$ cat config.mk
export PLATFORM = sky130hd
export DESIGN_NAME = perceptron_seq_flat
export DESIGN_NICKNAME = d
export VERILOG_FILES = /design/src/rtl/perceptron_pkg.sv /design/src/rtl/perceptron_seq_if.sv /design/src/rtl/spike_edge_counter.sv /design/src/rtl/perceptron_seq.sv /design/src/flat_wrapper.sv
export SDC_FILE = /design/constraint.sdc
export NUM_CORES = 1
export LEC_CHECK = 0
export CORE_MARGIN = 10
export CORE_UTILIZATION = 25
export DETAILED_ROUTE_END_ITERATION = 8
export PLACE_DENSITY = 0.51
export SLEW_MARGIN = 20
export SYNTH_ARGS = -nofsm -noshare
export SYNTH_HDL_FRONTEND = slang
export SYNTH_HIERARCHICAL = 1
export SYNTH_SLANG_ARGS = --single-unit
$ cat constraint.sdc
create_clock -name clk -period 2.95 [get_ports clk]
set_clock_uncertainty 0.1 [all_clocks]
set_input_delay 0.59 -clock clk [delete_from_list [all_inputs] [get_ports clk]]
set_output_delay 0.59 -clock clk [all_outputs]
set_load 0.02 [all_outputs]
$ cat src/rtl/perceptron_pkg.sv
// rtl/perceptron_pkg.sv - shared FSM state type, stimulus nibble layout and default sizing
package perceptron_pkg;

    typedef enum logic [2:0] {
        ST_IDLE,
        ST_CLEAR,
        ST_RUN,
        ST_REPORT,
        ST_FIN
    } state_t;

    localparam int NIB_W     = 4;
    localparam int V_IN1_LSB = 0;
    localparam int V_IN2_LSB = 4;

    localparam int DEF_DWELL = 16;
    localparam int DEF_CNT_W = 5;

endpackage

$ cat src/rtl/perceptron_seq_if.sv
// rtl/perceptron_seq_if.sv - result handshake port (valid/ready with word index and spike count)
interface perceptron_seq_if #(
    parameter int IDX_W = 3,
    parameter int CNT_W = 5
);
    logic             res_valid;
    logic             res_ready;
    logic [IDX_W-1:0] res_idx;
    logic [CNT_W-1:0] res_count;

    modport master (
        output res_valid,
        output res_idx,
        output res_count,
        input  res_ready
    );

    modport slave (
        input  res_valid,
        input  res_idx,
        input  res_count,
        output res_ready
    );
endinterface

$ cat src/rtl/spike_edge_counter.sv
// rtl/spike_edge_counter.sv - rising-edge detector feeding a saturating counter with clear
module spike_edge_counter #(
    parameter int CNT_W = 5
) (
    input  logic             clk,
    input  logic             reset,
    input  logic             clr_i,
    input  logic             en_i,
    input  logic             v_out_i,
    output logic [CNT_W-1:0] count_o
);
    logic             prev_q, prev_d;
    logic [CNT_W-1:0] count_q, count_d;

    always_comb begin
        prev_d  = prev_q;
        count_d = count_q;
        if (clr_i) begin
            prev_d  = 1'b0;
            count_d = '0;
        end else if (en_i) begin
            prev_d = v_out_i;
            if (v_out_i && !prev_q && (count_q != {CNT_W{1'b1}})) begin
                count_d = count_q + 1'b1;
            end
        end
    end

    always_ff @(posedge clk) begin
        if (reset) begin
            prev_q  <= 1'b0;
            count_q <= '0;
        end else begin
            prev_q  <= prev_d;
            count_q <= count_d;
        end
    end

    // Next value is exported so the final RUN sample lands in the result register on REPORT entry.
    assign count_o = count_d;

endmodule

$ cat src/rtl/perceptron_seq.sv
// rtl/perceptron_seq.sv - plays stored stimulus words into one neuron and reports per-word spike counts
module perceptron_seq
    import perceptron_pkg::*;
#(
    parameter  int DEPTH = 8,
    parameter  int DWELL = DEF_DWELL,
    parameter  int CNT_W = DEF_CNT_W,
    localparam int IDX_W = $clog2(DEPTH)
) (
    input  logic              clk,
    input  logic              reset,
    input  logic              wr_en,
    input  logic [IDX_W-1:0]  wr_addr,
    input  logic [7:0]        wr_data,
    input  logic [IDX_W:0]    len,
    input  logic              start,
    input  logic              v_out,
    output logic [3:0]        v_in1,
    output logic [3:0]        v_in2,
    output logic              neuron_rst_n,
    output logic              busy,
    output logic              done,
    perceptron_seq_if.master  res
);
    localparam int              DW_W       = $clog2(DWELL);
    localparam logic [IDX_W:0]  LEN_MAX    = (IDX_W+1)'(DEPTH);
    localparam logic [DW_W-1:0] DWELL_LAST = DW_W'(DWELL - 1);

    logic [7:0]       mem_q [DEPTH];

    state_t           state_q, state_d;
    logic [IDX_W-1:0] idx_q, idx_d;
    logic [IDX_W:0]   len_q, len_d;
    logic [DW_W-1:0]  dwell_q, dwell_d;

    logic [3:0]       v_in1_q, v_in1_d, v_in2_q, v_in2_d;
    logic             nrst_q, nrst_d;
    logic             busy_q, busy_d;
    logic             done_q, done_d;
    logic             res_valid_q, res_valid_d;
    logic [IDX_W-1:0] res_idx_q, res_idx_d;
    logic [CNT_W-1:0] res_count_q, res_count_d;

    logic [CNT_W-1:0] cnt_next;
    logic             last_word;
    logic [7:0]       word_d;

    always_ff @(posedge clk) begin
        if (wr_en && (state_q == ST_IDLE)) begin
            mem_q[wr_addr] <= wr_data;
        end
    end

    spike_edge_counter #(
        .CNT_W (CNT_W)
    ) u_spike_cnt (
        .clk     (clk),
        .reset   (reset),
        .clr_i   (state_q == ST_CLEAR),
        .en_i    (state_q == ST_RUN),
        .v_out_i (v_out),
        .count_o (cnt_next)
    );

    assign last_word = ({1'b0, idx_q} == (len_q - 1'b1));

    always_ff @(posedge clk) begin
        if (reset) begin
            state_q <= ST_IDLE;
            idx_q   <= '0;
            len_q   <= '0;
            dwell_q <= '0;
        end else begin
            state_q <= state_d;
            idx_q   <= idx_d;
            len_q   <= len_d;
            dwell_q <= dwell_d;
        end
    end

    always_comb begin
        state_d = state_q;
        idx_d   = idx_q;
        len_d   = len_q;
        dwell_d = '0;
        case (state_q)
            ST_IDLE: begin
                if (start) begin
                    if (len == '0) begin
                        state_d = ST_FIN;
                    end else begin
                        len_d   = (len > LEN_MAX) ? LEN_MAX : len;
                        idx_d   = '0;
                        state_d = ST_CLEAR;
                    end
                end
            end
            ST_CLEAR: state_d = ST_RUN;
            ST_RUN: begin
                dwell_d = dwell_q + 1'b1;
                if (dwell_q == DWELL_LAST) begin
                    state_d = ST_REPORT;
                end
            end
            ST_REPORT: begin
                if (res.res_ready) begin
                    if (last_word) begin
                        state_d = ST_FIN;
                    end else begin
                        idx_d   = idx_q + 1'b1;
                        state_d = ST_CLEAR;
                    end
                end
            end
            ST_FIN:  state_d = ST_IDLE;
            default: state_d = ST_IDLE;
        endcase
    end

    // Output registers are loaded from the state being entered, so they line up with state_q.
    always_comb begin
        word_d      = mem_q[idx_d];
        v_in1_d     = v_in1_q;
        v_in2_d     = v_in2_q;
        nrst_d      = 1'b0;
        busy_d      = (state_d != ST_IDLE);
        done_d      = (state_d == ST_FIN);
        res_valid_d = (state_d == ST_REPORT);
        res_idx_d   = res_idx_q;
        res_count_d = res_count_q;
        case (state_d)
            ST_CLEAR, ST_RUN: begin
                v_in1_d = word_d[V_IN1_LSB +: NIB_W];
                v_in2_d = word_d[V_IN2_LSB +: NIB_W];
                nrst_d  = (state_d == ST_RUN);
            end
            ST_REPORT: begin
                if (state_q != ST_REPORT) begin
                    res_idx_d   = idx_q;
                    res_count_d = cnt_next;
                end
            end
            default: begin
                v_in1_d = '0;
                v_in2_d = '0;
            end
        endcase
    end

    always_ff @(posedge clk) begin
        if (reset) begin
            v_in1_q     <= '0;
            v_in2_q     <= '0;
            nrst_q      <= 1'b0;
            busy_q      <= 1'b0;
            done_q      <= 1'b0;
            res_valid_q <= 1'b0;
            res_idx_q   <= '0;
            res_count_q <= '0;
        end else begin
            v_in1_q     <= v_in1_d;
            v_in2_q     <= v_in2_d;
            nrst_q      <= nrst_d;
            busy_q      <= busy_d;
            done_q      <= done_d;
            res_valid_q <= res_valid_d;
            res_idx_q   <= res_idx_d;
            res_count_q <= res_count_d;
        end
    end

    assign v_in1         = v_in1_q;
    assign v_in2         = v_in2_q;
    assign neuron_rst_n  = nrst_q;
    assign busy          = busy_q;
    assign done          = done_q;
    assign res.res_valid = res_valid_q;
    assign res.res_idx   = res_idx_q;
    assign res.res_count = res_count_q;

endmodule
$ cat src/flat_wrapper.sv
// flat-port wrapper written by rule: the top's interface ports become plain ports
module perceptron_seq_flat import perceptron_pkg::*;
#(
    parameter  int DEPTH = 8,
    parameter  int DWELL = DEF_DWELL,
    parameter  int CNT_W = DEF_CNT_W,
    localparam int IDX_W = $clog2(DEPTH)
)
  (clk, reset, wr_en, wr_addr, wr_data, len, start, v_out, v_in1, v_in2, neuron_rst_n, busy, done, res_res_valid, res_res_idx, res_res_count, res_res_ready);
  perceptron_seq_if #(.CNT_W(CNT_W)) res_i ();
  input  logic clk;
  input  logic reset;
  input  logic wr_en;
  input  logic [IDX_W-1:0] wr_addr;
  input  logic [7:0] wr_data;
  input  logic [IDX_W:0] len;
  input  logic start;
  input  logic v_out;
  output logic [3:0] v_in1;
  output logic [3:0] v_in2;
  output logic neuron_rst_n;
  output logic busy;
  output logic done;
  output wire logic [$bits(res_i.res_valid)-1:0] res_res_valid;
  output wire logic [$bits(res_i.res_idx)-1:0] res_res_idx;
  output wire logic [$bits(res_i.res_count)-1:0] res_res_count;
  input wire logic [$bits(res_i.res_ready)-1:0] res_res_ready;
  assign res_res_valid = res_i.res_valid;
  assign res_res_idx = res_i.res_idx;
  assign res_res_count = res_i.res_count;
  assign res_i.res_ready = res_res_ready;
  perceptron_seq #(.DEPTH(DEPTH), .DWELL(DWELL), .CNT_W(CNT_W)) u_core (.clk(clk), .reset(reset), .wr_en(wr_en), .wr_addr(wr_addr), .wr_data(wr_data), .len(len), .start(start), .v_out(v_out), .v_in1(v_in1), .v_in2(v_in2), .neuron_rst_n(neuron_rst_n), .busy(busy), .done(done), .res(res_i));
endmodule
==> summary.md, run 1 <==
| Metric | Value |
|---|---|
| Run status | `completed` |
| # Max-Cap Violations | `0` |
| Synth Area per Inst | `13.6 um^2` |
| Slew headroom | `36.7%` |
| Ant. Diodes | `0` |
| First-pass GRT wire length | `15.5 mm` |
| Fin util | `32.9%` |
| Clock tree from TritonCTS | `built` |
| I/O pin cnt | `41` |
| Crit end category | `flop` |
| Fin area | `5440 um^2` |
| Pwr per Cell Area | `549 nW/um^2` |
| DPL Wire Length | `6.80 mm` |
| Max Freq | `351 MHz` |
| Die width | `150 um` |
| Cell count after synthesis | `309` |
| # hold bufs at CTS | `0` |
| Setup TNS | `0 ps` |
| CP delay by family, top | `multiplexers` |
| Initial Util | `25.4%` |
| Final WS setup | `101 ps` |
| Slew Viols, Final | `0` |
| VDD IR max | `0.000313 V` |
| Core area | `16,500 um^2` |
| WP data required | `3090 ps` |
| Worst path slowest cell | `or4_4` |
| Layout cells sized above 1 | `19.0%` |
| Placed cell area | `5120 um^2` |
| Leakage | `0.00190 uW` |
| 1st-iter DRT viols | `175` |
| Residual DRC | `0` |
| Port bufs | `40` |
| Setup crit start kind | `input port` |
| Die Ht | `150 um` |
| Total die area | `22,400 um^2` |
| EDFF count, synth | `64` |
| CP max stage delay | `560 ps` |
| CTS clk-pin slew, worst paths | `70 ps` |
| Worst slew pin tran | `947 ps` |
| Synth Warn # | `6` |
| Num Clock Sinks | `104` |
| Yosys reg bits | `104` |
| Clock buffer depth | `2` |
| Buf/Inv on CP | `1` |
| CTS H-tree lvls | `3` |
| Std cell rows | `47` |
| Vias in the first global route | `2,910` |
| Vias | `2,778` |
| RSZ-0062 raised after global routing | `no` |
| Initial antenna violation count | `0` |
| Clock latency on the worst-skew pair | `340 ps` |
| Drt total wl | `9.96 mm` |
| Grt ovf | `0` |
| Distinct cell type count after synthesis | `49` |
| Worst endpoint data arrival time | `2980 ps` |
| Tcrit/Tclk final | `96.6%` |
| DR pass1 iterations | `4` |
| Most frequent cells in the layout | `64 x edfxtp_1, 40 x clkdlybuf4s50_1, 40 x dfxtp_1` |
| Cell Chain, Critical Path | `clkdlybuf4s50_1, or4_4, nand3_1, nand2_1, mux2_4, mux4_2, a221o_1` |
| Clk Tree Root Cell | `clkbuf_16` |
| Synthesized cell area | `4200 um^2` |
| Inserted Clock Buffers | `9` |
| Flop-to-flop setup slack | `130 ps` |
| DP Worst Slack | `-255 ps` |
| Routability Congestion | `0.810` |
| Ys async rst share | `0%` |
| Primary FF master, synth | `edfxtp_1` |
| Antenna-violating nets left | `0` |
| Tot GR Track Use | `9.06%` |
| Hold Fails Final Rpt | `0` |
| Sequential-to-total area share from yosys stat | `64.9%` |
| Vias per cell | `4.52` |
| Nets | `415` |
| Crit Path Max Fanout | `7` |
| CP Class | `in2reg` |
| Commonest non-fill, non-tap cell in the layout | `edfxtp_1` |
| Type of the most critical hold path | `reg2reg` |
| Largest net degree at the start of global routing | `27` |
| Post-Syn Nets | `335` |
| Wire per inst | `16.2 um` |
| Synth-to-layout area growth | `29.6%` |
| Fin crit period | `2850 ps` |
| Final setup viols | `0` |
-- area by class of cell --
type,count,area [um^2]
fillers,1647,11100
repair buffers,80,717
clock buffers,9,225
well taps,220,275
flip-flops and latches,104,2720
clock inverters,7,65.1
multi-input cells,190,1420
inverters,4,15.0
-- report_power, final --
group | internal [uW] | total (uW) | switching [uW] | leakage (uW)
clock | 590 | 1140 | 554 | 0.000139
combinational | 117 | 245 | 128 | 0.000853
sequential | 1580 | 1600 | 18.9 | 0.000904
-- path summary, 6_finish.rpt --
check | cells past startpoint | endpoint | from
hold / removal | 1 | u_core/dwell_q[0] | u_core/dwell_q[0]
setup / recovery | 7 | u_core/v_in1[2] | len[0]
setup reg to reg | 9 | u_core/v_in2[3] | u_core/len_q[0]
hold reg to reg | 1 | u_core/dwell_q[0] | u_core/dwell_q[0]
-- per-stage QoR --
| step | total power (uW) | instances | hold WS, ps |
|---|---|---|---|
| floorplan | 1740 | 309 | 318 |
| global placement | 1870 | 597 | 325 |
| detailed placement | 1880 | 597 | 349 |
| CTS | 3020 | 613 | 362 |
| global route | 3110 | 614 | 397 |
| finish | 2990 | 614 | 357 |
-- synthesized netlist by cell type (2+ instances only) --
cell type / instances / area (um^2)
nor3_1: 7 / 35.0
xor2_1: 2 / 17.5
a221o_1: 8 / 80.1
nand2b_1: 5 / 31.3
xnor2_1: 4 / 35.0
o21ai_0: 3 / 15.0
nor2_1: 40 / 150
dfxtp_1: 40 / 801
and2_1: 9 / 56.3
nand2_1: 20 / 75.1
and3_1: 3 / 18.8
a221oi_1: 8 / 70.1
a31oi_1: 2 / 12.5
a311oi_1: 7 / 61.3
nand3_1: 5 / 25.0
mux4_2: 8 / 180
or3_1: 3 / 18.8
inv_1: 4 / 15.0
edfxtp_1: 64 / 1920
ha_1: 5 / 62.6
nand4b_1: 2 / 17.5
nor2b_1: 6 / 37.5
mux2i_1: 16 / 160
buf_2: 3 / 15.0
a22oi_1: 3 / 22.5
clkbuf_1: 7 / 26.3
mux2_4: 2 / 30.0
buf_6: 2 / 22.5
-- cells by family (layout without fill, tap and decap cells) --
family	count (synthesis)	count (layout)	synth area share, %
adder cells (fa/ha/maj)	5	5	1.49
buffers and inverters	16	100	1.88
XOR/XNOR	6	6	1.25
flip-flops	104	104	64.9
multiplexers	26	27	8.83
AO/OA/AOI/OAI	41	41	8.14
AND/OR/NAND/NOR	111	111	13.5
-- per-layer routing --
layer	vias up	share of wire, %	track usage, %
met2	52	49	14.9
met3	13	5.3	2.84
met1	1370	44	10.9
met5	-	0	0
met4	0	1.6	3.09
li1	1343	-	-
-- timing repair --
action / CTS / global route
endpoints found under the setup margin: 1 / 6
resized for setup: 1 / 3
buffers inserted: 0 / 0
cloned: 0 / 1
hold endpoints to repair: 0 / 0
-- registers in the layout, summed over array words and instances (netlist names), 3 cells and up --
signal                      flops
u_core/dwell_q                  4
u_core/mem_q                   64
u_core/len_q                    4
u_core/v_in2                    4
u_core/res.res_idx              3
u_core/idx_q                    3
u_core/v_in1                    4
u_core/res.res_count            5
u_core/u_spike_cnt/count_q      5
u_core/state_q                  3
(Power assumes the default switching activity.)
==> run 2: changes to the inputs <==
--- a/config.mk
+++ b/config.mk
@@ -8,7 +8,7 @@
 export CORE_MARGIN = 10
 export CORE_UTILIZATION = 25
 export DETAILED_ROUTE_END_ITERATION = 8
-export PLACE_DENSITY = 0.51
+export PLACE_DENSITY = 0.49
 export SLEW_MARGIN = 20
 export SYNTH_ARGS = -nofsm -noshare
 export SYNTH_HDL_FRONTEND = slang
==> constraint.sdc (replaced) <==
create_clock -name clk -period 3.53 [get_ports clk]
set_clock_uncertainty 0.1 [all_clocks]
set_input_delay 0.706 -clock clk [delete_from_list [all_inputs] [get_ports clk]]
set_output_delay 0.706 -clock clk [all_outputs]
set_load 0.02 [all_outputs]
==> summary.md, run 2 (synthesized netlist as in run 1, its figures left out) <==
| Metric | Value |
|---|---|
| Worst path slowest cell | `nor2_1` |
| Antenna-violating nets left | `0` |
| Sw power | `576 uW` |
| Tot GR Track Use | `9.10%` |
| Fin area | `5210 um^2` |
| Worst r2r src | `u_core/len_q[0]` |
| Num Clock Sinks | `104` |
| Grt met3 use | `2.54%` |
| CP Class | `reg2reg` |
| Switching share of power | `23.3%` |
| Std cell rows | `47` |
| DPL Wire Length | `6.56 mm` |
| Clock tree from TritonCTS | `built` |
| Layout cells sized above 1 | `13.3%` |
| Largest net degree at the start of global routing | `26` |
| Nets | `390` |
| Initial antenna violation count | `0` |
| Port bufs | `40` |
| Setup TNS | `0 ps` |
| Resized Gates After CTS | `0` |
| Most frequent cells in the layout | `64 x edfxtp_1, 40 x clkdlybuf4s50_1, 40 x nor2_1, 40 x dfxtp_1, 20 x nand2_1` |
| CP delay by family, top | `compound AO/OA/AOI/OAI gates` |
| Worst slew pin tran | `1030 ps` |
| Core area | `16,500 um^2` |
| Pwr per Cell Area | `473 nW/um^2` |
| Buf/Inv on CP | `1` |
| GRT met1 Usage | `10.5%` |
| Largest register FFs | `64` |
| Setup crit start kind | `flop` |
| Grt ovf | `0` |
| Slew Viols, Final | `0` |
| RSZ-0062 raised after global routing | `no` |
| Comb power frac | `7.4%` |
| Vias per cell | `4.55` |
| Worst Setup EP | `u_core/v_in1[2]` |
| Crit end category | `flop` |
| Largest register by flop count | `u_core/mem_q` |
| Int Power | `1890 uW` |
| Slew headroom | `30.8%` |
| Inserted Clock Buffers | `9` |
| Synth-to-layout area growth | `24.2%` |
| Clock share of power | `38.3%` |
| Placed cell area | `4930 um^2` |
| Clk Tree Root Cell | `clkbuf_16` |
| M2 GR Usage | `15.7%` |
| CP max stage delay | `620 ps` |
| Post CTS Setup Buffer Count | `0` |
| I/O pin cnt | `41` |
| Wire per inst | `16.6 um` |
| First-pass GRT wire length | `15.5 mm` |
| Most used cell along the critical path | `nor2_1` |
| Final setup viols | `0` |
| Drt total wl | `9.79 mm` |
| 1st-iter DRT viols | `157` |
| Register share of total power | `54.3%` |
| Residual DRC | `0` |
| Routability Congestion | `0.728` |
| Cell Chain, Critical Path | `inv_1, ha_1, xnor2_1, a211o_1, o311ai_0, and3_1, nor2_1, nor2_1, a221o_1` |
| Tcrit/Tclk final | `89.6%` |
| Worst reg2reg endpoint | `u_core/v_in1[2]` |
| Fin crit period | `3160 ps` |
| WP data required | `3720 ps` |
| R2r worst-path depth | `9` |
| Multi-input gate area | `1400 um^2` |
| Commonest non-fill, non-tap cell in the layout | `edfxtp_1` |
| Leakage | `0.00177 uW` |
| Most used routing layer | `met2` |
| CTS H-tree lvls | `3` |
| Clock latency on the worst-skew pair | `340 ps` |
| Worst endpoint data arrival time | `3350 ps` |
| Run status | `completed` |
| Vias in the first global route | `2,821` |
| Total die area | `22,400 um^2` |
| Reg area | `2720 um^2` |
| Vias | `2,682` |
| Ant. Diodes | `0` |
| Flop-to-flop setup slack | `370 ps` |
| DR pass1 iterations | `4` |
| Clock buffer depth | `2` |
| Die width | `150 um` |
| Type of the most critical hold path | `reg2reg` |
| Hold Fails Final Rpt | `0` |
| CTS clk-pin slew, worst paths | `70 ps` |
| Initial Util | `25.4%` |
| Max Freq | `316 MHz` |
| VDD IR max | `0.000210 V` |
| Crit path from | `u_core/len_q[0]` |
| Fillers | `1,655` |
| Crit Path Max Fanout | `8` |
| Crit path depth | `9` |
| Die Ht | `150 um` |
| # Max-Cap Violations | `0` |
| # hold bufs at CTS | `0` |
run 2: cell types whose count changed in the layout (fill, tap and decap cells not counted), sizes merged:
cell	change
buf	-24
clkbuf	+1
clkinv	+1
clkinvlp	-1
inv	-1
mux2	-1
run 2: worst min path at each step:
stage / start / endpoint / slack [ps] / cells past startpoint
3_5_place_dp: u_core/dwell_q[0] / u_core/dwell_q[0] / 340 / 1
5_1_grt: u_core/dwell_q[0] / u_core/dwell_q[0] / 380 / 1
2_1_floorplan: u_core/dwell_q[0] / u_core/dwell_q[0] / 320 / 1
6_report: u_core/dwell_q[0] / u_core/dwell_q[0] / 350 / 1
3_3_place_gp: u_core/dwell_q[0] / u_core/dwell_q[0] / 330 / 1
4_1_cts: u_core/dwell_q[0] / u_core/dwell_q[0] / 350 / 1
run 2: area by class of cell:
type,count,area share (%)
clock buffer,10,4.39
clock inverter,6,0.984
inverter,4,0.288
multi-input combinational,189,26.8
sequential,104,52.2
tap,220,5.28
timing repair buffer,56,9.99
run 2: routing by layer:
layer | vias to the layer above | part of all wire [%] | wire length, um
met1 | 1328 | 46 | 4460
met3 | 14 | 3.6 | 354
met4 | 0 | 1.6 | 153
li1 | 1289 | - | -
met5 | - | 0 | 0
met2 | 51 | 49 | 4830
run 2: stage by stage:
stage / instances / utilization [%] / hold WS, ps / power (uW) / setup WS [ps]
after global placement: 573 / 29.8 / 333 / 1550 / 177
after CTS: 589 / 31.5 / 355 / 2500 / 409
after global routing: 589 / 31.5 / 384 / 2570 / 174
after detailed placement: 573 / 29.8 / 343 / 1550 / 150
after floorplan: 309 / - / 318 / 1450 / 513
final: 589 / 31.5 / 350 / 2470 / 365
run 2: power groups by stage:
stage	clock network (uW)	logic, uW	registers, uW
global placement	0	183	1370
global route	1030	199	1340
floorplan	0	80.6	1370
finish	945	183	1340
CTS	978	186	1340
detailed placement	0	185	1370
==> run 3: changes to the inputs <==
--- a/config.mk
+++ b/config.mk
@@ -5,7 +5,6 @@
 export SDC_FILE = /design/constraint.sdc
 export NUM_CORES = 1
 export LEC_CHECK = 0
-export CORE_MARGIN = 10
 export CORE_UTILIZATION = 25
 export DETAILED_ROUTE_END_ITERATION = 8
 export PLACE_DENSITY = 0.49
==> summary.md, run 3 (synthesized netlist as in run 1, its figures left out) <==
| Metric | Value |
|---|---|
| Reg area | `2720 um^2` |
| Slew headroom | `36.1%` |
| Largest net degree at the start of global routing | `26` |
| DR pass1 iterations | `4` |
| Pwr per Cell Area | `477 nW/um^2` |
| Initial antenna violation count | `0` |
| Worst slew pin tran | `957 ps` |
| Int Power | `1910 uW` |
| Vias per cell | `4.60` |
| Worst path slowest cell | `mux2i_2` |
| Port bufs | `40` |
| Synth-to-layout area growth | `24.0%` |
| Die Ht | `132 um` |
| Clock tree from TritonCTS | `built` |
| Switching share of power | `23.2%` |
| Fillers | `1,613` |
| DPL Wire Length | `6.28 mm` |
| Final WS setup | `331 ps` |
| Vias in the first global route | `2,723` |
| Layout cells sized above 1 | `13.1%` |
| Hold Fails Final Rpt | `0` |
| Nets | `388` |
| Crit end category | `flop` |
| Clock latency on the worst-skew pair | `350 ps` |
| Grt ovf | `0` |
| CTS H-tree lvls | `3` |
| Final setup viols | `0` |
| Antenna-violating nets left | `0` |
| Ant. Diodes | `0` |
| PnR Total Power | `2480 uW` |
| Residual DRC | `0` |
| Fin crit period | `3200 ps` |
| CP max stage delay | `550 ps` |
| Initial Util | `26.0%` |
| Tot GR Track Use | `11.2%` |
| Run status | `completed` |
| Most frequent cells in the layout | `64 x edfxtp_1, 40 x clkdlybuf4s50_1, 40 x nor2_1, 40 x dfxtp_1, 20 x nand2_1` |
| Vias | `2,681` |
| VDD IR max | `0.000264 V` |
| Sw power | `577 uW` |
| Comb power frac | `7.2%` |
| Post CTS Setup Buffer Count | `0` |
| DP Worst Slack | `66.6 ps` |
| Slew Viols, Final | `0` |
| Die width | `132 um` |
| RSZ-0062 raised after global routing | `no` |
| Cell Chain, Critical Path | `inv_1, ha_1, xnor2_1, a211o_1, o21ai_2, mux2i_2, buf_4, mux4_2, a221o_1` |
| I/O pin cnt | `41` |
| Resized Gates After CTS | `0` |
| Wire per inst | `15.6 um` |
| Crit Path Max Fanout | `10` |
| Largest register FFs | `64` |
| Worst endpoint data arrival time | `3330 ps` |
| Multi-input gate area | `1400 um^2` |
| CTS clk-pin slew, worst paths | `70 ps` |
| Largest register by flop count | `u_core/mem_q` |
| Drt total wl | `9.11 mm` |
| Type of the most critical hold path | `reg2reg` |
| Total die area | `17,300 um^2` |
| Max Freq | `313 MHz` |
| 1st-iter DRT viols | `118` |
| Setup crit start kind | `flop` |
| Clock buffer depth | `2` |
| Clk Tree Root Cell | `clkbuf_16` |
| Setup TNS | `0 ps` |
| Register share of total power | `53.9%` |
| First-pass GRT wire length | `14.7 mm` |
| Routability Congestion | `0.721` |
| Flop-to-flop setup slack | `330 ps` |
| # Max-Cap Violations | `0` |
| Clock share of power | `39.0%` |
| Std cell rows | `46` |
| Num Clock Sinks | `104` |
| Tcrit/Tclk final | `90.6%` |
| WP data required | `3670 ps` |
| Core area | `16,100 um^2` |
| CP Class | `reg2reg` |
| Leakage | `0.00175 uW` |
| # hold bufs at CTS | `0` |
| Inserted Clock Buffers | `9` |
| Commonest non-fill, non-tap cell in the layout | `edfxtp_1` |
## run 3: changes by cell type in the layout (fill, tap and decap cells not counted), sizes merged
cell,previous run,this run
buf,16,14
clkinvlp,0,2
clkinv,4,3
inv,6,5
## run 3: area by class of cell
type | count | area share, %
well taps | 216 | 5.19
repair buffers | 54 | 9.71
inverters | 4 | 0.289
clock buffers | 10 | 4.59
multi-input cells | 189 | 26.9
flip-flops and latches | 104 | 52.3
clock inverters | 6 | 1.03
## run 3: power by group through the flow
| stage | sequential [uW] | clock (uW) | combinational (uW) |
|---|---|---|---|
| 2_1_floorplan | 1370 | 0 | 80.6 |
| 3_3_place_gp | 1370 | 0 | 179 |
| 3_5_place_dp | 1370 | 0 | 182 |
| 4_1_cts | 1340 | 1000 | 182 |
| 5_1_grt | 1340 | 1030 | 195 |
| 6_report | 1340 | 968 | 178 |
## run 3: worst max-delay path, delay by kind of cell (launching register included)
kind                     cells  cell delay [ps]
buffers and inverters        2              370
flip-flops                   1              410
adder cells (fa/ha/maj)      1              300
XOR/XNOR                     1              130
AO/OA/AOI/OAI                3              910
multiplexers                 2              870
## run 3: path summary, 6_finish.rpt
| check | startpoint | end | depth (start not counted) |
|---|---|---|---|
| worst max-delay path | u_core/len_q[0] | u_core/v_in2[2] | 9 |
| worst min-delay path | u_core/dwell_q[0] | u_core/dwell_q[0] | 1 |
| worst max register to register | u_core/len_q[0] | u_core/v_in2[2] | 9 |
| worst min register to register | u_core/dwell_q[0] | u_core/dwell_q[0] | 1 |
## run 3: metal layers
| layer | global-route usage (%) | vias to the layer above | share of wire [%] |
|---|---|---|---|
| met5 | 0 | - | 0 |
| met4 | 3.68 | 0 | 1.2 |
| met3 | 3.09 | 9 | 4.2 |
| met2 | 18.6 | 51 | 48 |
| met1 | 13.9 | 1341 | 47 |
| li1 | - | 1280 | - |
## run 3: through the flow
stage	instance area [um^2]	hold slack [ps]	cells	utilization (%)
final	5200	350	583	32.3
after floorplan	4200	318	309	-
after global routing	5200	386	583	32.3
after global placement	4910	327	567	30.5
after detailed placement	4910	353	567	30.5
after CTS	5200	362	583	32.3
